[src/rtl/mips_pkg.sv]
// mips_pkg
// Shared MIPS decode-path definitions.
//   EXT_OP_W   : width of the immediate extension-mode field
//   ext_op_t   : extension modes (SIGN, ZERO, UPPER/LUI, BRANCH offset)
package mips_pkg;

    localparam int unsigned EXT_OP_W = 2;

    typedef enum logic [EXT_OP_W-1:0] {
        EXT_SIGN   = 2'b00,
        EXT_ZERO   = 2'b01,
        EXT_UPPER  = 2'b10,
        EXT_BRANCH = 2'b11
    } ext_op_t;

endpackage

[src/rtl/imm_ext_func.sv]
// imm_ext_func
// Purely combinational immediate extender.
//   instr   (in,  IN_W)     : raw immediate field
//   ext_op  (in,  EXT_OP_W) : extension mode (mips_pkg::ext_op_t encoding)
//   ext_imm (out, OUT_W)    : extended operand
// Requires OUT_W >= IN_W + 2 so the branch shift only drops sign copies.
module imm_ext_func
    import mips_pkg::*;
#(
    parameter int unsigned IN_W  = 16,
    parameter int unsigned OUT_W = 32
) (
    input  logic [IN_W-1:0]     instr,
    input  logic [EXT_OP_W-1:0] ext_op,
    output logic [OUT_W-1:0]    ext_imm
);

    logic [OUT_W-1:0] sign_ext;
    logic [OUT_W-1:0] zero_ext;
    logic [OUT_W-1:0] upper_ext;
    logic [OUT_W-1:0] branch_ext;

    always_comb begin
        sign_ext   = {{(OUT_W-IN_W){instr[IN_W-1]}}, instr};
        zero_ext   = {{(OUT_W-IN_W){1'b0}}, instr};
        upper_ext  = {instr, {(OUT_W-IN_W){1'b0}}};
        // Word-offset form: sign extension scaled by 4, top two bits dropped.
        branch_ext = {sign_ext[OUT_W-3:0], 2'b00};
    end

    always_comb begin
        ext_imm = sign_ext;
        case (ext_op)
            EXT_SIGN:   ext_imm = sign_ext;
            EXT_ZERO:   ext_imm = zero_ext;
            EXT_UPPER:  ext_imm = upper_ext;
            EXT_BRANCH: ext_imm = branch_ext;
            default:    ext_imm = sign_ext;
        endcase
    end

endmodule

[src/rtl/imm_ext_stage.sv]
// imm_ext_stage
// Registered, handshaked immediate-generation stage with a 2-entry skid
// buffer (OUT drives the outputs, SKID absorbs one beat of back-pressure).
//   CLK, RST (sync, active-high), Flush (sync discard of held entries)
//   InValid/InReady, Instr[IN_W], ExtOp[2], InTag[TAG_W] : upstream side
//   OutValid/OutReady, ExtImm[OUT_W], OutTag[TAG_W]       : downstream side
// ExtImm/OutTag come straight from the OUT register; InReady is
// combinational from SKID occupancy and Flush.
module imm_ext_stage
    import mips_pkg::*;
#(
    parameter int unsigned IN_W  = 16,
    parameter int unsigned OUT_W = 32,
    parameter int unsigned TAG_W = 5
) (
    input  logic                CLK,
    input  logic                RST,
    input  logic                Flush,
    input  logic                InValid,
    output logic                InReady,
    input  logic [IN_W-1:0]     Instr,
    input  logic [EXT_OP_W-1:0] ExtOp,
    input  logic [TAG_W-1:0]    InTag,
    output logic                OutValid,
    input  logic                OutReady,
    output logic [OUT_W-1:0]    ExtImm,
    output logic [TAG_W-1:0]    OutTag
);

    logic [OUT_W-1:0] new_imm;

    logic             out_valid;
    logic [OUT_W-1:0] out_imm;
    logic [TAG_W-1:0] out_tag;

    logic             skid_valid;
    logic [OUT_W-1:0] skid_imm;
    logic [TAG_W-1:0] skid_tag;

    logic             in_hs;
    logic             out_hs;
    logic             out_free;

    imm_ext_func #(
        .IN_W  (IN_W),
        .OUT_W (OUT_W)
    ) u_ext (
        .instr   (Instr),
        .ext_op  (ExtOp),
        .ext_imm (new_imm)
    );

    assign InReady  = !skid_valid && !Flush;
    assign OutValid = out_valid;
    assign ExtImm   = out_imm;
    assign OutTag   = out_tag;

    assign in_hs    = InValid && InReady;
    assign out_hs   = out_valid && OutReady;
    // OUT can take a new entry when it is empty or is being consumed now.
    assign out_free = !out_valid || out_hs;

    always_ff @(posedge CLK) begin
        if (RST) begin
            out_valid  <= 1'b0;
            out_imm    <= '0;
            out_tag    <= '0;
            skid_valid <= 1'b0;
            skid_imm   <= '0;
            skid_tag   <= '0;
        end else if (Flush) begin
            // A concurrent output handshake still counts as consumed.
            out_valid  <= 1'b0;
            skid_valid <= 1'b0;
        end else if (out_free) begin
            if (skid_valid) begin
                // InReady was low, so no input can be accepted this cycle.
                out_valid  <= 1'b1;
                out_imm    <= skid_imm;
                out_tag    <= skid_tag;
                skid_valid <= 1'b0;
            end else if (in_hs) begin
                out_valid <= 1'b1;
                out_imm   <= new_imm;
                out_tag   <= InTag;
            end else begin
                out_valid <= 1'b0;
            end
        end else if (in_hs) begin
            skid_valid <= 1'b1;
            skid_imm   <= new_imm;
            skid_tag   <= InTag;
        end
    end

endmodule

[config.mk]
export PLATFORM = sky130hd
export DESIGN_NAME = imm_ext_stage
export DESIGN_NICKNAME = d
export VERILOG_FILES = /design/src/rtl/mips_pkg.sv /design/src/rtl/imm_ext_func.sv /design/src/rtl/imm_ext_stage.sv
export SDC_FILE = /design/constraint.sdc
export NUM_CORES = 1
export LEC_CHECK = 0
export ABC_AREA = 0
export BUFFER_PORTS_ARGS = -buffer_cell sky130_fd_sc_hd__buf_2
export CAP_MARGIN = 20
export CELL_PAD_IN_SITES_DETAIL_PLACEMENT = 0
export CELL_PAD_IN_SITES_GLOBAL_PLACEMENT = 1
export CORE_UTILIZATION = 30
export DETAILED_ROUTE_END_ITERATION = 10
export PLACE_DENSITY = 0.73
export SLEW_MARGIN = 25
export SYNTH_ARGS = -nofsm -noshare
export SYNTH_HDL_FRONTEND = slang
export SYNTH_SLANG_ARGS = --single-unit
export TNS_END_PERCENT = 1
[constraint.sdc]
create_clock -name CLK -period 1.6 [get_ports CLK]
set_input_delay 0.24 -clock CLK [delete_from_list [all_inputs] [get_ports CLK]]
set_output_delay 0.24 -clock CLK [all_outputs]
set_load 0.05 [all_outputs]
# After elaboration in Yosys (flattened, before gate mapping)

Index checks and enable logic that the tools add are counted.

Multiply operators: 0
Multiplexer cells: 7
Shift operators: 0
Equality and inequality tests: 3
Order comparisons: 0
Add/sub/neg operators: 0
Div/mod/pow operators: 0
Bitwise operators: 2
Reduce and logical (&&, ||, !) cells: 13

Operator list:

| kind                                                 | number |
|---|---|
| one-hot mux 32 bit (4 select lines)                  | 1 |
| two-way mux 32 bit                                   | 2 |
| two-way mux 5 bit                                    | 2 |
| AND reduction 3 bit                                  | 2 |
| equality test 2 bit (second input constant)          | 2 |
| logical AND 1 bit                                    | 3 |
| zero test 1 bit                                      | 3 |
| OR reduction 3 bit                                   | 1 |
| equality test 2 x 1 -> 1 bit (second input constant) | 1 |
| zero test 2 bit                                      | 1 |
| two-way mux 1 bit                                    | 2 |
| inverter 1 bit                                       | 2 |
| nonzero test 2 bit                                   | 1 |
| OR reduction 2 bit                                   | 1 |
| logical OR 1 bit                                     | 1 |

Memory bits (writable): 0
Memories kept: 0
Bits in read-only memories: 0
Bits in registers: 76
Latch bits: 0
Input bits: 28
Output and inout bits: 39
Word-level logic and storage cells: 31

# Depth between registers and ports, before layout

Word-level depth: 5
Mapped depth: 7
Depth with buffers taken out: 3

# Modules after synthesis

A second synthesis with hierarchy kept.

Cells, all modules: 439
Area total of the unflattened synthesis: 4310.4 um^2

By module, submodules not included:

| module        | instances | sequential area each (um^2) | area an instance (um^2) | cells each |
|---|---|---|---|---|
| imm_ext_stage | 1         | 1521.5                      | 3798.6                  | 379 |
| imm_ext_func  | 1         | 0.0                         | 511.7                   | 60 |

# Worst setup path after synthesis

OpenSTA, ideal clock, no wires.

Kind: reg-to-reg
From: register out_valid (netlist: OutValid)
To: register skid_imm[19]
Path slack: -309 ps
Data required time: 1466 ps
Arrival time: 1775 ps
Stages on the path, launching flop included: 6
Period minus slack after synthesis: 1909 ps
Cell sequence: dfxtp_1 -> or4b_1 -> buf_2 -> a211oi_4 -> buf_6 -> a211oi_1

Longest elaborated chain between the ends: 4
Elaborated cells on any way between the ends: 5
Those cells by class: bitwise (1); reduce/logical (4)

Ends and longest elaborated chain:

| item                                                        | RTL line                                 | text |
|---|---|---|
| start: declaration                                          | imm_ext_stage.sv:32                      | `logic out_valid;` |
| start signal: assignment                                    | imm_ext_stage.sv:65                      | `out_valid <= 1'b0;` |
| start signal: assignment                                    | imm_ext_stage.sv:73                      | `out_valid <= 1'b0;` |
| start signal: assignment                                    | imm_ext_stage.sv:78                      | `out_valid <= 1'b1;` |
| zero test 1 bit / logical AND 1 bit (equally long branches) | imm_ext_stage.sv:61, imm_ext_stage.sv:59 |  |
| logical OR 1 bit (*)                                        | imm_ext_stage.sv:61                      | `assign out_free = !out_valid \|\| out_hs;` |
| inverter 1 bit (no line) (*)                                | --                                       |  |
| AND reduction 3 bit (no line) (*)                           | --                                       |  |
| end signal: assignment                                      | imm_ext_stage.sv:91                      | `skid_imm <= new_imm;` |
| end: declaration                                            | imm_ext_stage.sv:37                      | `logic [OUT_W-1:0] skid_imm;` |

Every way passes the cells marked *; elsewhere a longest branch is shown, timed or not.
A chain may end at the register's enable or synchronous reset.

# Worst setup path in the final report

From: register skid_valid
To: register skid_imm[5]

Longest elaborated chain between the ends: 4

Ends and longest elaborated chain:

| item                          | RTL line            | text |
|---|---|---|
| start: declaration            | imm_ext_stage.sv:36 | `logic skid_valid;` |
| start signal: assignment      | imm_ext_stage.sv:68 | `skid_valid <= 1'b0;` |
| start signal: assignment      | imm_ext_stage.sv:74 | `skid_valid <= 1'b0;` |
| start signal: assignment      | imm_ext_stage.sv:81 | `skid_valid <= 1'b0;` |
| zero test 1 bit               | imm_ext_stage.sv:53 | `assign InReady = !skid_valid && !Flush;` |
| logical AND 1 bit             | imm_ext_stage.sv:53 |  |
| logical AND 1 bit             | imm_ext_stage.sv:58 | `assign in_hs = InValid && InReady;` |
| AND reduction 3 bit (no line) | --                  |  |

No other way between the ends.

==> flow_metrics.py <==
metrics = {
    "floorplanning": {
        "ios": 67,
        "rows": 39,
        "die_h_um": 112,
        "die_width_um": 112,
        "floorplan.initialDensity_pct": 31.2,
        "die-area_mm2": 0.0125,
        "coreArea_mm2": 0.0116,
    },
    "grt": {
        "grt_start_max_net_pins": 64,
        "grt_overflow": 0,
        "grt_pass1_wl_um": 19500,
        "grt_usage_pct": 19.5,
        "antenna_found_initial": 0,
        "grt_pass1_vias": 3575,
    },
    "clocking": {
        "cts.hold.buffers_added": 0,
        "clockBufferDepth": 2,
        "cts_sinks": 76,
        "clk_latency_ns": 0.33,
        "numCtsBuffers": 9,
        "path_clk_slew_ns": 0.06,
        "root_buffer": "clkbuf_16",
        "postCtsSetupRepairBufs": 0,
        "htreeDepth": 3,
        "cts_tree": "yes",
    },
    "logic_synthesis": {
        "synth_top_area_share_pct": 42.0,
        "netlist_top_cells_count": "dfxtp_1, a21oi_1, clkbuf_1",
        "synth_nets": 454,
        "yosysTopAreaCell": "dfxtp_1",
        "ys_ff_latch": 76,
        "synth_area_per_cell_um2": 8.50,
        "yosysMostFrequentCell": "dfxtp_1",
        "synth_cell_types": 36,
        "synth-seq-area-share_pct": 42.0,
        "synthTopCellsByArea": "dfxtp_1, a211oi_1, a21oi_1",
        "ys_warn_count": 0,
        "synth_cells": 426,
        "synth-edff-count": 0,
        "synth-async-reset-ratio_pct": 0,
        "synthesis.area_mm2": 0.00362,
        "synthFlopType": "dfxtp_1",
    },
    "place": {
        "io_buffer_count": 66,
        "place_congestion": 0.779,
        "place_area_mm2": 0.00422,
        "dp_hpwl_um": 7550,
    },
    "setup_path": {
        "cp.buffers_inverters": 1,
        "worstSetupPathType": "flip-flop to flip-flop",
        "worstPathArrival_ns": 1.91,
        "cp_slowest_cell": "or4b_1",
        "start_kind": "flip-flop",
        "path_max_fanout": 5,
        "required_ns": 1.81,
        "cp_top_family": "simple AND/OR/NAND/NOR gates",
        "slowest_delay_ns": 0.69,
        "crit_chain": "or4b_1, buf_4, nor4_1, nor3_1",
        "cp-end-kind": "flip-flop",
    },
    "detailed_routing": {
        "dr.pass1.iters": 7,
        "via_per_inst": 5.89,
        "drtIter0Drc": 266,
        "antenna_left": 0,
        "wire_per_inst_um": 19.1,
        "drt_wl_total_um": 11900,
        "via_count": 3691,
        "remaining_drc_errors": 8,
    },
    "final_layout": {
        "drive_above_1_share_pct": 25.0,
        "antenna_cells": 0,
        "nFillCells": 1200,
        "stdcell_area_mm2": 0.00455,
        "num-nets-final": 507,
        "area_growth_pct": 25.6,
    },
    "sta": {
        "final_max_slew_viol_count": 0,
        "relSlewSlack_pct": 48.0,
        "min_period_over_period_pct": 106,
        "setup_viol": 42,
        "grt_setup_unrepaired": "yes",
        "finClkSkew_ns": 0.00850,
        "worst_pin_slew_ns": 0.780,
        "whs_ns": 0.173,
        "hold_viol_final": 0,
        "layout_min_cycle_time_ns": 1.70,
        "max_freq_ghz": 0.587,
        "setup_slack_ns": -0.103,
    },
    "pwr": {
        "leakage_nw": 1.66,
        "clock_power_share_pct": 44.2,
        "combinationalPowerShare_pct": 15.1,
        "switching_share_pct": 27.8,
        "p_int_w": 0.00352,
        "ir_drop_v": 0.000674,
        "cellPowerDensity_mw_per_mm2": 1070,
        "p_seq_share_pct": 40.7,
        "switchingPower_w": 0.00136,
    },
    "outcome": {
        "status": "finished, violations left",
        "violations": "DRC, setup timing",
    },
    "worst_hold_path": {
        "min_path_type": "primary input to flip-flop",
    },
    "flow_run": {
        "drv_cap": 0,
    },
}
==> sequential cells by signal, indices dropped and copies added (netlist names) <==
name / flops
OutTag: 5
skid_imm: 32
ExtImm: 32
skid_valid: 1
OutValid: 1
skid_tag: 5
==> cell usage in the layout (no fill, tap or decap), types with 6 or more instances in the layout <==
cell,Yosys,final
buf_2,7,66
nand3_1,9,9
a221oi_1,14,14
o32ai_1,13,13
dfxtp_1,76,75
nand2_1,31,31
a21oi_1,46,46
o41ai_1,15,15
nor2_1,30,28
nor3_1,11,10
o311ai_0,15,15
buf_12,0,7
a31oi_1,9,9
nor4_1,6,6
o21ai_0,9,9
nor2b_1,16,16
buf_4,2,20
clkbuf_16,0,9
a211oi_1,39,38
==> stage by stage <==
stage | worst slack, ns | cells | power, W | utilization (%) | TNS [ns]
3_5_place_dp | -0.170 | 611 | 0.00276 | 36.3 | -3.49
2_1_floorplan | -0.0481 | 426 | 0.00251 | - | -0.481
3_3_place_gp | -0.311 | 611 | 0.00275 | 36.3 | -8.12
5_1_grt | -0.194 | 627 | 0.00506 | 39.2 | -6.83
4_1_cts | -0.0862 | 627 | 0.00492 | 39.1 | -2.04
6_report | -0.103 | 627 | 0.00488 | 39.2 | -2.14
==> logic make-up (layout without fill, tap and decap cells) <==
| group | count (synthesis) | count (layout) | share of synthesized area, % |
|---|---|---|---|
| AND/OR/NAND/NOR | 119 | 119 | 16.2 |
| buffers and inverters | 57 | 115 | 6.77 |
| XOR/XNOR | 1 | 1 | 0.242 |
| AO/OA/AOI/OAI | 167 | 167 | 33.0 |
| multiplexers | 6 | 6 | 1.69 |
| flip-flops | 76 | 76 | 42.0 |
==> final timing paths <==
check / endpoint / from / slack [ns] / cells after the start
max: skid_imm[5] / skid_valid / -0.10 / 4
min: skid_tag[2] / InTag[2] / 0.17 / 3
max reg2reg: skid_imm[5] / skid_valid / -0.10 / 4
min reg2reg: ExtImm[10] / ExtImm[10] / 0.47 / 2
==> layout make-up <==
| class | count | area (µm²) | area share (%) |
|---|---|---|---|
| Multi-Input combinational cell | 293 | 1870 | 41.1 |
| Sequential cell | 76 | 1530 | 33.5 |
| Timing Repair Buffer | 94 | 636 | 14.0 |
| Clock buffer | 12 | 267 | 5.86 |
| Tap cell | 143 | 179 | 3.93 |
| Clock inverter | 4 | 55.1 | 1.21 |
| Inverter | 5 | 18.8 | 0.413 |
==> worst min-delay path: cells and delay by family <==
kind,cells,cell delay [ns]
AO/OA/AOI/OAI,1,0.05
buffers and inverters,1,0.10
AND/OR/NAND/NOR,1,0.06
==> power groups by stage <==
stage | combinational [W] | clock [W] | sequential [W]
finish | 0.000736 | 0.00215 | 0.00199
global route | 0.000792 | 0.00228 | 0.00199
CTS | 0.000734 | 0.00220 | 0.00199
detailed placement | 0.000733 | 0 | 0.00203
global placement | 0.000721 | 0 | 0.00203
floorplan | 0.000317 | 0 | 0.00219
==> repair_timing <==
item                                    4_1_cts  5_1_grt
gates resized for setup                       1        2
endpoints found under the setup margin       56       73
endpoints found under the hold margin         0        0
==> per-layer routing <==
layer	vias to the layer above	track usage [%]	routed length [µm]
li1	1750	-	-
met1	1793	26.7	5410
met2	144	32.0	5700
met3	4	3.81	756
met4	0	3.87	86
met5	-	0	0
Note: power is estimated with default switching activity, not from simulation.
